File: config.mk
export PLATFORM = sky130hd
export DESIGN_NAME = shift_issue_queue
export DESIGN_NICKNAME = d
export VERILOG_FILES = /design/src/rtl/shift_issue_queue.sv
export SDC_FILE = /design/constraint.sdc
export NUM_CORES = 1
export LEC_CHECK = 0
export ABC_AREA = 1
export CAP_MARGIN = 20
export CORE_MARGIN = 4
export CORE_UTILIZATION = 45
export DETAILED_ROUTE_END_ITERATION = 8
export GPL_TIMING_DRIVEN = 0
export PLACE_DENSITY = 0.79
export SYNTH_ARGS = -nofsm -noshare
export SYNTH_HDL_FRONTEND = slang
export SYNTH_SLANG_ARGS = --single-unit
File: constraint.sdc
create_clock -name clk -period 3.5 [get_ports clk]
set_input_delay 0.7 -clock clk [delete_from_list [all_inputs] [get_ports clk]]
set_output_delay 0.7 -clock clk [all_outputs]
set_load 0.005 [all_outputs]
File: src/rtl/shift_issue_queue.sv
// shift_issue_queue: command FIFO in front of the combinational 32-bit
// shifter, with a registered valid/ready result stage.
// Optional build macro SHIFT_Q_STATS_EN adds a saturating done_cnt output
// that counts result handshakes.
module shift_issue_queue #(
    parameter int unsigned DEPTH  = 4,
    parameter int unsigned DATA_W = 32,
    parameter int unsigned AMT_W  = 5
) (
    input  logic                     clk,
    input  logic                     rst_n,
    input  logic                     in_valid,
    output logic                     in_ready,
    input  logic [DATA_W-1:0]        in_data,
    input  logic [AMT_W-1:0]         in_amt,
    input  logic [1:0]               in_type,
    output logic [DATA_W-1:0]        sh_a,
    output logic [AMT_W-1:0]         sh_b,
    output logic [1:0]               sh_c,
    input  logic [DATA_W-1:0]        sh_z,
    output logic                     out_valid,
    input  logic                     out_ready,
    output logic [DATA_W-1:0]        out_data,
    output logic [1:0]               out_type,
    output logic [$clog2(DEPTH):0]   count
`ifdef SHIFT_Q_STATS_EN
    ,
    output logic [15:0]              done_cnt
`endif
);

    localparam int unsigned PTR_W = $clog2(DEPTH);
    localparam logic [PTR_W:0] FULL_CNT = (PTR_W+1)'(DEPTH);

    logic [DATA_W-1:0] data_mem [DEPTH];
    logic [AMT_W-1:0]  amt_mem  [DEPTH];
    logic [1:0]        type_mem [DEPTH];

    logic [PTR_W-1:0]  wr_ptr;
    logic [PTR_W-1:0]  rd_ptr;
    logic              empty;
    logic              push;
    logic              pop;

    assign empty    = (count == '0);
    assign in_ready = (count != FULL_CNT);
    assign push     = in_valid & in_ready;
    assign pop      = !empty & (!out_valid | out_ready);

    // Command storage: written on push, never reset (pointers/count gate validity)
    always_ff @(posedge clk) begin
        if (push) begin
            data_mem[wr_ptr] <= in_data;
            amt_mem[wr_ptr]  <= in_amt;
            type_mem[wr_ptr] <= in_type;
        end
    end

    // Pointer and occupancy bookkeeping
    always_ff @(posedge clk or negedge rst_n) begin
        if (!rst_n) begin
            wr_ptr <= '0;
            rd_ptr <= '0;
            count  <= '0;
        end else begin
            if (push) wr_ptr <= wr_ptr + 1'b1;
            if (pop)  rd_ptr <= rd_ptr + 1'b1;
            case ({push, pop})
                2'b10:   count <= count + 1'b1;
                2'b01:   count <= count - 1'b1;
                default: count <= count;
            endcase
        end
    end

    // Present the head command to the shifter, zeroed while the queue is empty
    always_comb begin
        sh_a = '0;
        sh_b = '0;
        sh_c = '0;
        if (!empty) begin
            sh_a = data_mem[rd_ptr];
            sh_b = amt_mem[rd_ptr];
            sh_c = type_mem[rd_ptr];
        end
    end

    // Result register: capture shifter output on pop, drop valid once consumed
    always_ff @(posedge clk or negedge rst_n) begin
        if (!rst_n) begin
            out_valid <= 1'b0;
            out_data  <= '0;
            out_type  <= '0;
        end else if (pop) begin
            out_valid <= 1'b1;
            out_data  <= sh_z;
            out_type  <= sh_c;
        end else if (out_valid && out_ready) begin
            out_valid <= 1'b0;
        end
    end

`ifdef SHIFT_Q_STATS_EN
    // Saturating count of completed result handshakes
    always_ff @(posedge clk or negedge rst_n) begin
        if (!rst_n) begin
            done_cnt <= '0;
        end else if (out_valid && out_ready && (done_cnt != '1)) begin
            done_cnt <= done_cnt + 1'b1;
        end
    end
`endif

endmodule

== Word-level counts from Yosys, hierarchy flattened ==
Memories as Yosys holds them, arrays and structs flattened.
Cells that the tools add are included.

* Bits in writable memories: 156
* Memories: 3
* Register bits after elaboration: 42
* Input port bits: 75

* $add $sub $neg: 4
* Bitwise gates (word level): 3
* Equality and inequality tests: 3
* Reduce and logical (&&, ||, !) cells: 6
* Mux-type cells: 8

{| class="wikitable"
|+ Memories
! name !! depth !! bits a word !! rd ports !! clocked after Yosys merged registers in !! wr ports !! RTL line !! text
|-
| data_mem || 4 || 32 || 1 || 0 || 1 || 35 || <nowiki>logic [DATA_W-1:0] data_mem [DEPTH];</nowiki>
|-
| amt_mem || 4 || 5 || 1 || 0 || 1 || 36 || <nowiki>logic [AMT_W-1:0] amt_mem [DEPTH];</nowiki>
|-
| type_mem || 4 || 2 || 1 || 0 || 1 || 37 || <nowiki>logic [1:0] type_mem [DEPTH];</nowiki>
|}

{| class="wikitable"
|+ Operators by type and width
! kind !! number
|-
| $mux 32 || 1
|-
| $pmux 3 s2 || 1
|-
| $mux 5 || 1
|-
| $add 2x1->2 const B || 2
|-
| $mux 1 || 4
|-
| $reduce_bool 2->1 || 2
|-
| $add 3x1->3 const B || 1
|-
| $logic_not 3->1 || 1
|-
| $ne 3x3->1 const B || 1
|-
| $sub 3x1->3 const B || 1
|-
| $and 1x1->1 || 2
|-
| $eq 2x1->1 const B || 1
|-
| $eq 2x2->1 const B || 1
|-
| $logic_not 1->1 || 2
|-
| $mux 2 || 1
|-
| $logic_and 1x1->1 || 1
|-
| $or 1x1->1 || 1
|}

== Longest topological paths before layout ==
Gate-level depths: netlist (run 1).

* Word-level depth: 5
* Depth in mapped cells: 11

== Least setup slack after synthesis (run 1) ==
Ideal clock, no wire load.

* Path type: in2reg
* Start point: input port in_valid
* End point: memory amt_mem[0][0], enable pin
* Path buffers: 0
* Data arrival time: 2450 ps
* Library setup time: 435 ps
* Setup slack: 615 ps
* Data required time: 3065 ps
* Stages: 2
* Cells stage by stage: nand2_2 nor2_1

* Word-level cells in the longest chain between the ends: 3

{| class="wikitable"
|+ RTL lines
! what !! RTL line !! text
|-
| from (decl) || 12 || <nowiki>input logic in_valid,</nowiki>
|-
| $and 1x1->1 || 47 || <nowiki>assign push = in_valid & in_ready;</nowiki>
|-
| $mux 1 || 52 || <nowiki>if (push) begin</nowiki>
|-
| $mux 1 (not written as such) || 54 || <nowiki>amt_mem[wr_ptr] <= in_amt;</nowiki>
|-
| to (decl) || 36 ||
|}

Every way passes these cells.

== Worst setup path in the final report (run 1) ==
* Start point: register rd_ptr[0]
* End point: output port sh_a[30]

* Word-level cells in the longest chain between the ends: 2

{| class="wikitable"
|+ RTL lines
! what !! RTL line !! text
|-
| from (decl) || 40 || <nowiki>logic [PTR_W-1:0] rd_ptr;</nowiki>
|-
| from (signal assigned) || 67 || <nowiki>if (pop) rd_ptr <= rd_ptr + 1'b1;</nowiki>
|-
| $mem_v2 4x32 || -- ||
|-
| $mux 32 || 81 || <nowiki>if (!empty) begin</nowiki>
|-
| to (decl) || 17 || <nowiki>output logic [DATA_W-1:0] sh_a,</nowiki>
|}

Every way passes these cells.

==> results of run 1 <==
==> final timing paths <==
kind / from / end / slack (ns) / cells past startpoint
min in group clk: out_data[11] / out_data[11] / 0.48 / 2
max reg2reg: count[0] / count[2] / 1.36 / 9
max: rd_ptr[0] / sh_a[30] / 0.48 / 8
max in group asynchronous: rst_n / rd_ptr[0] / 2.94 / 2
min reg2reg: out_data[11] / out_data[11] / 0.48 / 2
min: rst_n / out_data[11] / 0.10 / 1
==> state kept, by name, summed over array words and instances, names as in the netlist <==
register and count:
data_mem 128, amt_mem 20, count 3, out_type 2
rd_ptr 2, type_mem 8, out_valid 1, wr_ptr 2
out_data 32
==> routing by layer <==
layer	global-route usage (%)	share of wire (%)	vias up
met1	23.8	41	2756
met4	8.20	2.8	2
li1	-	-	2818
met3	3.88	5.5	40
met2	31.1	51	180
met5	0	0.063	-
==> layout make-up <==
cell class	count	area (µm²)
buffer	36	215
clock buffer	18	429
clock inverter	12	90.1
fill	1416	7300
inverter	91	342
multi-input combinational	448	1930
sequential	198	5740
tap	229	287
timing repair buffer	157	1630
==> critical path, stage by stage (launching register included) <==
cell and delay (ns):
dfrtp_1 0.36, buf_4 0.17, inv_2 0.11, buf_2 0.26
nand2_1 0.08, nand2_1 0.06, nand2_1 0.05, a21oi_1 0.25
clkdlybuf4s50_1 0.55
==> cell usage in the layout, fill, tap and decap left out, types with 2 or more instances in the layout <==
| master | instances |
|---|---|
| inv_2 | 4 |
| nand2_2 | 2 |
| buf_6 | 3 |
| xnor2_1 | 2 |
| edfxtp_1 | 156 |
| ha_1 | 5 |
| o21ai_0 | 2 |
| clkbuf_1 | 6 |
| buf_12 | 3 |
| xor2_1 | 3 |
| clkdlybuf4s50_1 | 151 |
| clkinvlp_4 | 2 |
| nor2_1 | 3 |
| clkinv_1 | 3 |
| clkinv_2 | 5 |
| nand3_1 | 45 |
| buf_16 | 2 |
| buf_4 | 9 |
| inv_1 | 87 |
| buf_2 | 20 |
| nand2_1 | 341 |
| nor2_4 | 5 |
| clkbuf_16 | 17 |
| dfrtp_1 | 42 |
| a21oi_1 | 37 |
==> logic make-up after synthesis <==
| kind of cell | Yosys count |
|---|---|
| and+or+nand+nor | 397 |
| DFF | 198 |
| buffers and inverters | 127 |
| AOI/OAI and AO/OA | 40 |
| adders and majority gates | 6 |
| xor gates and xnor gates | 5 |
==> Yosys cell counts (all sizes together) <==
cell type,n,area [µm²]
dfrtp,42,1050
ha,5,62.6
nor2,8,37.5
fa,1,20.0
xor2,3,26.3
xnor2,2,17.5
nand2,344,1300
nand3,45,225
edfxtp,156,4680
clkbuf,5,18.8
inv,91,342
a21oi,38,201
buf,31,196
o21ai,2,10.0
==> power by group through the flow <==
stage | logic [W] | registers, W | clock network (W)
CTS | 0.00406 | 0.00338 | 0.00177
global placement | 0.00384 | 0.00344 | 0
floorplan | 0.00189 | 0.00344 | 0
detailed placement | 0.00402 | 0.00342 | 0
global route | 0.00441 | 0.00343 | 0.00187
finish | 0.00399 | 0.00338 | 0.00174
==> through the flow <==
step | total power [W] | setup WS [ns] | instance area, µm² | util, %
floorplan | 0.00533 | 0.615 | 8200 | -
global placement | 0.00728 | -1.23 | 10000 | 55.7
detailed placement | 0.00745 | 0.671 | 10100 | 56.5
CTS | 0.00920 | 0.464 | 10700 | 59.4
global route | 0.00972 | 0.361 | 10700 | 59.4
finish | 0.00912 | 0.482 | 10700 | 59.4
==> impl_metrics.csv, run 1 <==
group,metric,value,unit
cts,clk_pin_slew,0.07,ns
grt,grt_first_pass_wirelength,29400,µm
timing,holdWs,0.104,ns
grt,overflow,0,
cells_and_area,synthToLayoutAreaGrowth,30.1,%
detailed_routing,routed-via-count,5796,
detailed_routing,ant_nets,0,
grt,grt_util_all_layers,18.7,%
power,clkPwrFrac,19.1,%
floorplan,num_io_pins,153,
yosys,yosys_warnings,0,
cts,cts_setup_buffers,0,
yosys,avgSynthCellArea,10.6,µm²
power,p_switching,0.00312,W
yosys,yosysUniqueCellTypes,21,
cells_and_area,drive_above_1_share,7.92,%
yosys,synth-simple-area-share,19.1,%
timing,rsz0062_at_grt,"no",
power,power_frac_comb,43.8,%
floorplan,fp.dieH,143,µm
yosys,syn_inst,773,
grt,grt_pass1_vias,5790,
timing,finalMaxSlewViolations,0,
cells_and_area,n_antenna_cell,0,
floorplan,core,18000,µm²
cells_and_area,instances_no_fill,1189,
setup_path,end_kind,"primary output",
yosys,yosys-mux-area-fraction,0,%
setup_path,cp_data_arrival_time,2.32,ns
grt,antenna_found_initial,1,
timing,skew,0.00843,ns
yosys,synth_top_family_by_area,"simple AND/OR/NAND/NOR gates",
placement,numPortBuffers,152,
status,status,"finished clean",
power,ir_worst_vdd,408,µV
worst_hold_path,worstHoldPathType,"in -> async",
yosys,synth_area,8200,µm²
power,leakage,4.59,nW
timing,fin_setup_tns,0,ns
yosys,ys_seq_elements,198,
yosys,synth-adder-area-share,1.01,%
timing,maxSlewHeadroom,51.1,%
power,intPower,0.00599,W
floorplan,initial_core_util,45.6,%
timing,period_minus_slack,3.02,ns
yosys,synth_seq_area_share,70.0,%
floorplan,die_x,143,µm
cells_and_area,finalNetCount,1030,
placement,dp.cells,1159,
floorplan,die_area,20400,µm²
cts,cts_buffer_depth,2,
yosys,synth_compound_area_share,2.58,%
timing,finalHoldViolations,0,
cts,cts_root_buf,"clkbuf_16",
setup_path,cp_max_fo,10,
yosys,syn_nets,854,
detailed_routing,drc,0,
setup_path,cp-start-kind,"flop",
detailed_routing,first_pass_iters,6,
timing,worstMarginPinSlew,0.732,ns
floorplan,row_count,49,
timing,min_period_over_period,86.2,%
yosys,synth_xor_area_share,0.534,%
timing,fmax,331,MHz
detailed_routing,viasPerCell,4.87,
job,drv_cap,0,
power,cellPowerDensity,855,nW/µm²
cts,ctsHoldBuffers,0,
setup_path,critPathKind,"reg -> out",
power,power_frac_seq,37.1,%
cts,h-tree-depth,4,
detailed_routing,drtIter0Drc,417,
placement,dp_hpwl,12800,µm
cts,cts_sinks,198,
cts,cts_tree,"yes",
detailed_routing,wl_per_cell,15.9,µm
detailed_routing,wirelength,18900,µm
placement,gp_congestion,0.779,
power,p_sw_share,34.3,%
cts,numCtsBuffers,17,
cts,clock_latency,0.42,ns
cts,cts_resized,0,
setup_path,critPathRequiredTime,2.80,ns
grt,grt_max_degree,38,
timing,setup_violations,0,
Note: power is estimated with default switching activity, not from simulation.
==> run 2: changes to the inputs <==
Settings changed: PLACE_DENSITY 0.79 to 0.7, SLEW_MARGIN set to 20, TNS_END_PERCENT set to 20.
==> impl_metrics.csv, run 2 (synthesis results as in run 1) <==
group,metric,value,unit
timing,rsz0062_at_grt,"no",
cts,clk_pin_slew,0.07,ns
cells_and_area,finalNetCount,1030,
cts,cts_root_buf,"clkbuf_16",
setup_path,cp_slowest_cell,"clkdlybuf4s50_1",
power,ir_worst_vdd,394,µV
floorplan,die_area,20400,µm²
timing,period_minus_slack,3.08,ns
cells_and_area,fillers,1460,
power,leakage,4.60,nW
placement,dp_hpwl,12500,µm
cts,cts_sinks,198,
placement,numPortBuffers,152,
detailed_routing,ant_nets,0,
cts,cts_resized,0,
grt,grt_first_pass_wirelength,28500,µm
cells_and_area,drive_above_1_share,8.21,%
setup_path,cp_data_arrival_time,2.38,ns
cts,numCtsBuffers,17,
power,power_frac_seq,36.8,%
floorplan,initial_core_util,45.6,%
floorplan,fp.dieH,143,µm
cells_and_area,top_register,"data_mem",
cts,cts_tree,"yes",
timing,finalHoldViolations,0,
timing,finalMaxSlewViolations,0,
setup_path,rr_worst_depth,9,
setup_path,end_kind,"primary output",
setup_path,path_delay_family,"buffers and inverters",
grt,grt_util_all_layers,18.4,%
detailed_routing,routed-via-count,5627,
floorplan,core,18000,µm²
power,p_switching,0.00316,W
detailed_routing,drc,0,
grt,grt_pass1_vias,5424,
timing,fin_setup_tns,0,ns
cts,clock_latency,0.43,ns
placement,gp_congestion,0.776,
cells_and_area,utilization,59.5,%
cts,cts_setup_buffers,0,
timing,fmax,325,MHz
grt,antenna_found_initial,0,
cells_and_area,final_common_cell,"nand2_1",
cells_and_area,synthToLayoutAreaGrowth,30.4,%
cells_and_area,design_area,10700,µm²
status,status,"finished clean",
worst_hold_path,worstHoldPathType,"in -> async",
setup_path,cp.buffers_inverters,5,
grt,overflow,0,
timing,worst_slack,0.419,ns
setup_path,critPathKind,"reg -> out",
floorplan,row_count,49,
setup_path,path_cells,"buf_2, inv_2, buf_4, buf_4, nand3_1, a21oi_1, clkdlybuf4s50_1",
setup_path,slowest_delay,0.56,ns
grt,grt_max_degree,32,
timing,holdWs,0.155,ns
cells_and_area,n_antenna_cell,0,
power,clkPwrFrac,19.9,%
setup_path,crit-reg2reg-launch,"count[0]",
timing,setup_violations,0,
cts,ctsHoldBuffers,0,
power,p_sw_share,34.4,%
job,drv_cap,0,
cells_and_area,reg.largest.list,"data_mem x128, out_data x32, amt_mem x20",
setup_path,r2r_slack,1.40,ns
power,cellPowerDensity,858,nW/µm²
setup_path,path_common_cell,"buf_4",
floorplan,num_io_pins,153,
setup_path,cp_max_fo,10,
detailed_routing,drtIter0Drc,419,
setup_path,r2r-end,"count[2]",
placement,placed_cell_area,10100,µm²
setup_path,cp-start-kind,"flop",
timing,worstMarginPinSlew,0.740,ns
detailed_routing,wirelength,18700,µm
power,intPower,0.00602,W
placement,pre_cts_slack,0.691,ns
timing,skew,0.00778,ns
floorplan,die_x,143,µm
cts,cts_buffer_depth,2,
timing,maxSlewHeadroom,50.5,%
detailed_routing,viasPerCell,4.72,
detailed_routing,first_pass_iters,4,
detailed_routing,wl_per_cell,15.7,µm
timing,min_period_over_period,88.0,%
cells_and_area,largest_reg_flops,128,
power,power_frac_comb,43.3,%
setup_path,critPathRequiredTime,2.80,ns
cells_and_area,final_cell_mix,"nand2_1, edfxtp_1, clkdlybuf4s50_1, inv_1, nand3_1",
cts,h-tree-depth,4,
## run 2: cell count changes in the layout (fill, tap and decap cells not counted), sizes merged
cell / change
clkinv: -3
inv: +4
clkinvlp: +1
## run 2: through the flow
step	std cells	power, W
2_1_floorplan	773	0.00533
3_3_place_gp	1154	0.00731
3_5_place_dp	1159	0.00744
4_1_cts	1191	0.00929
5_1_grt	1191	0.00978
6_report	1191	0.00918
## run 2: power groups by stage
| stage | clock (W) | sequential, W | combinational, W |
|---|---|---|---|
| final | 0.00183 | 0.00337 | 0.00397 |
| after detailed placement | 0 | 0.00342 | 0.00401 |
| after global routing | 0.00197 | 0.00343 | 0.00438 |
| after floorplan | 0 | 0.00344 | 0.00189 |
| after CTS | 0.00186 | 0.00338 | 0.00405 |
| after global placement | 0 | 0.00344 | 0.00386 |
## run 2: how the worst max path moves through the flow
stage                         start  cells after the start               to  slack (ns)
after detailed placement  out_ready                     10         count[2]        0.69
after CTS                 rd_ptr[1]                      7         sh_a[30]        0.43
after global placement     in_valid                      3  data_mem[1][15]       -1.30
after global routing      rd_ptr[0]                      8         sh_a[30]        0.33
final                     rd_ptr[1]                      7         sh_a[30]        0.42
after floorplan            in_valid                      2    amt_mem[0][0]        0.61
## run 2: area by class of cell
| class | instances | area, µm² | share of cell area [%] |
|---|---|---|---|
| flip-flops and latches | 198 | 5740 | 53.6 |
| multi-input cells | 448 | 1930 | 18.1 |
| repair buffers | 157 | 1620 | 15.2 |
| clock buffers | 18 | 429 | 4.01 |
| inverters | 91 | 342 | 3.19 |
| well taps | 229 | 287 | 2.68 |
| plain buffers | 36 | 215 | 2.01 |
| clock inverters | 14 | 125 | 1.17 |
## run 2: worst reg2reg max path: cells and delay by family, from the launching register on
family,cells,cell delay (ns)
and+or+nand+nor,5,0.75
xor gates and xnor gates,1,0.14
DFF,1,0.44
buffers and inverters,1,0.07
adders and majority gates,2,0.60
## run 2: routing by layer
layer  GRT usage [%]  routed length, µm  vias up
met5               0                  0        -
met4            5.65                267        0
met3            3.11                919       21
met2            32.2               9750      146
met1            23.4               7760     2642
li1                -                  -     2818
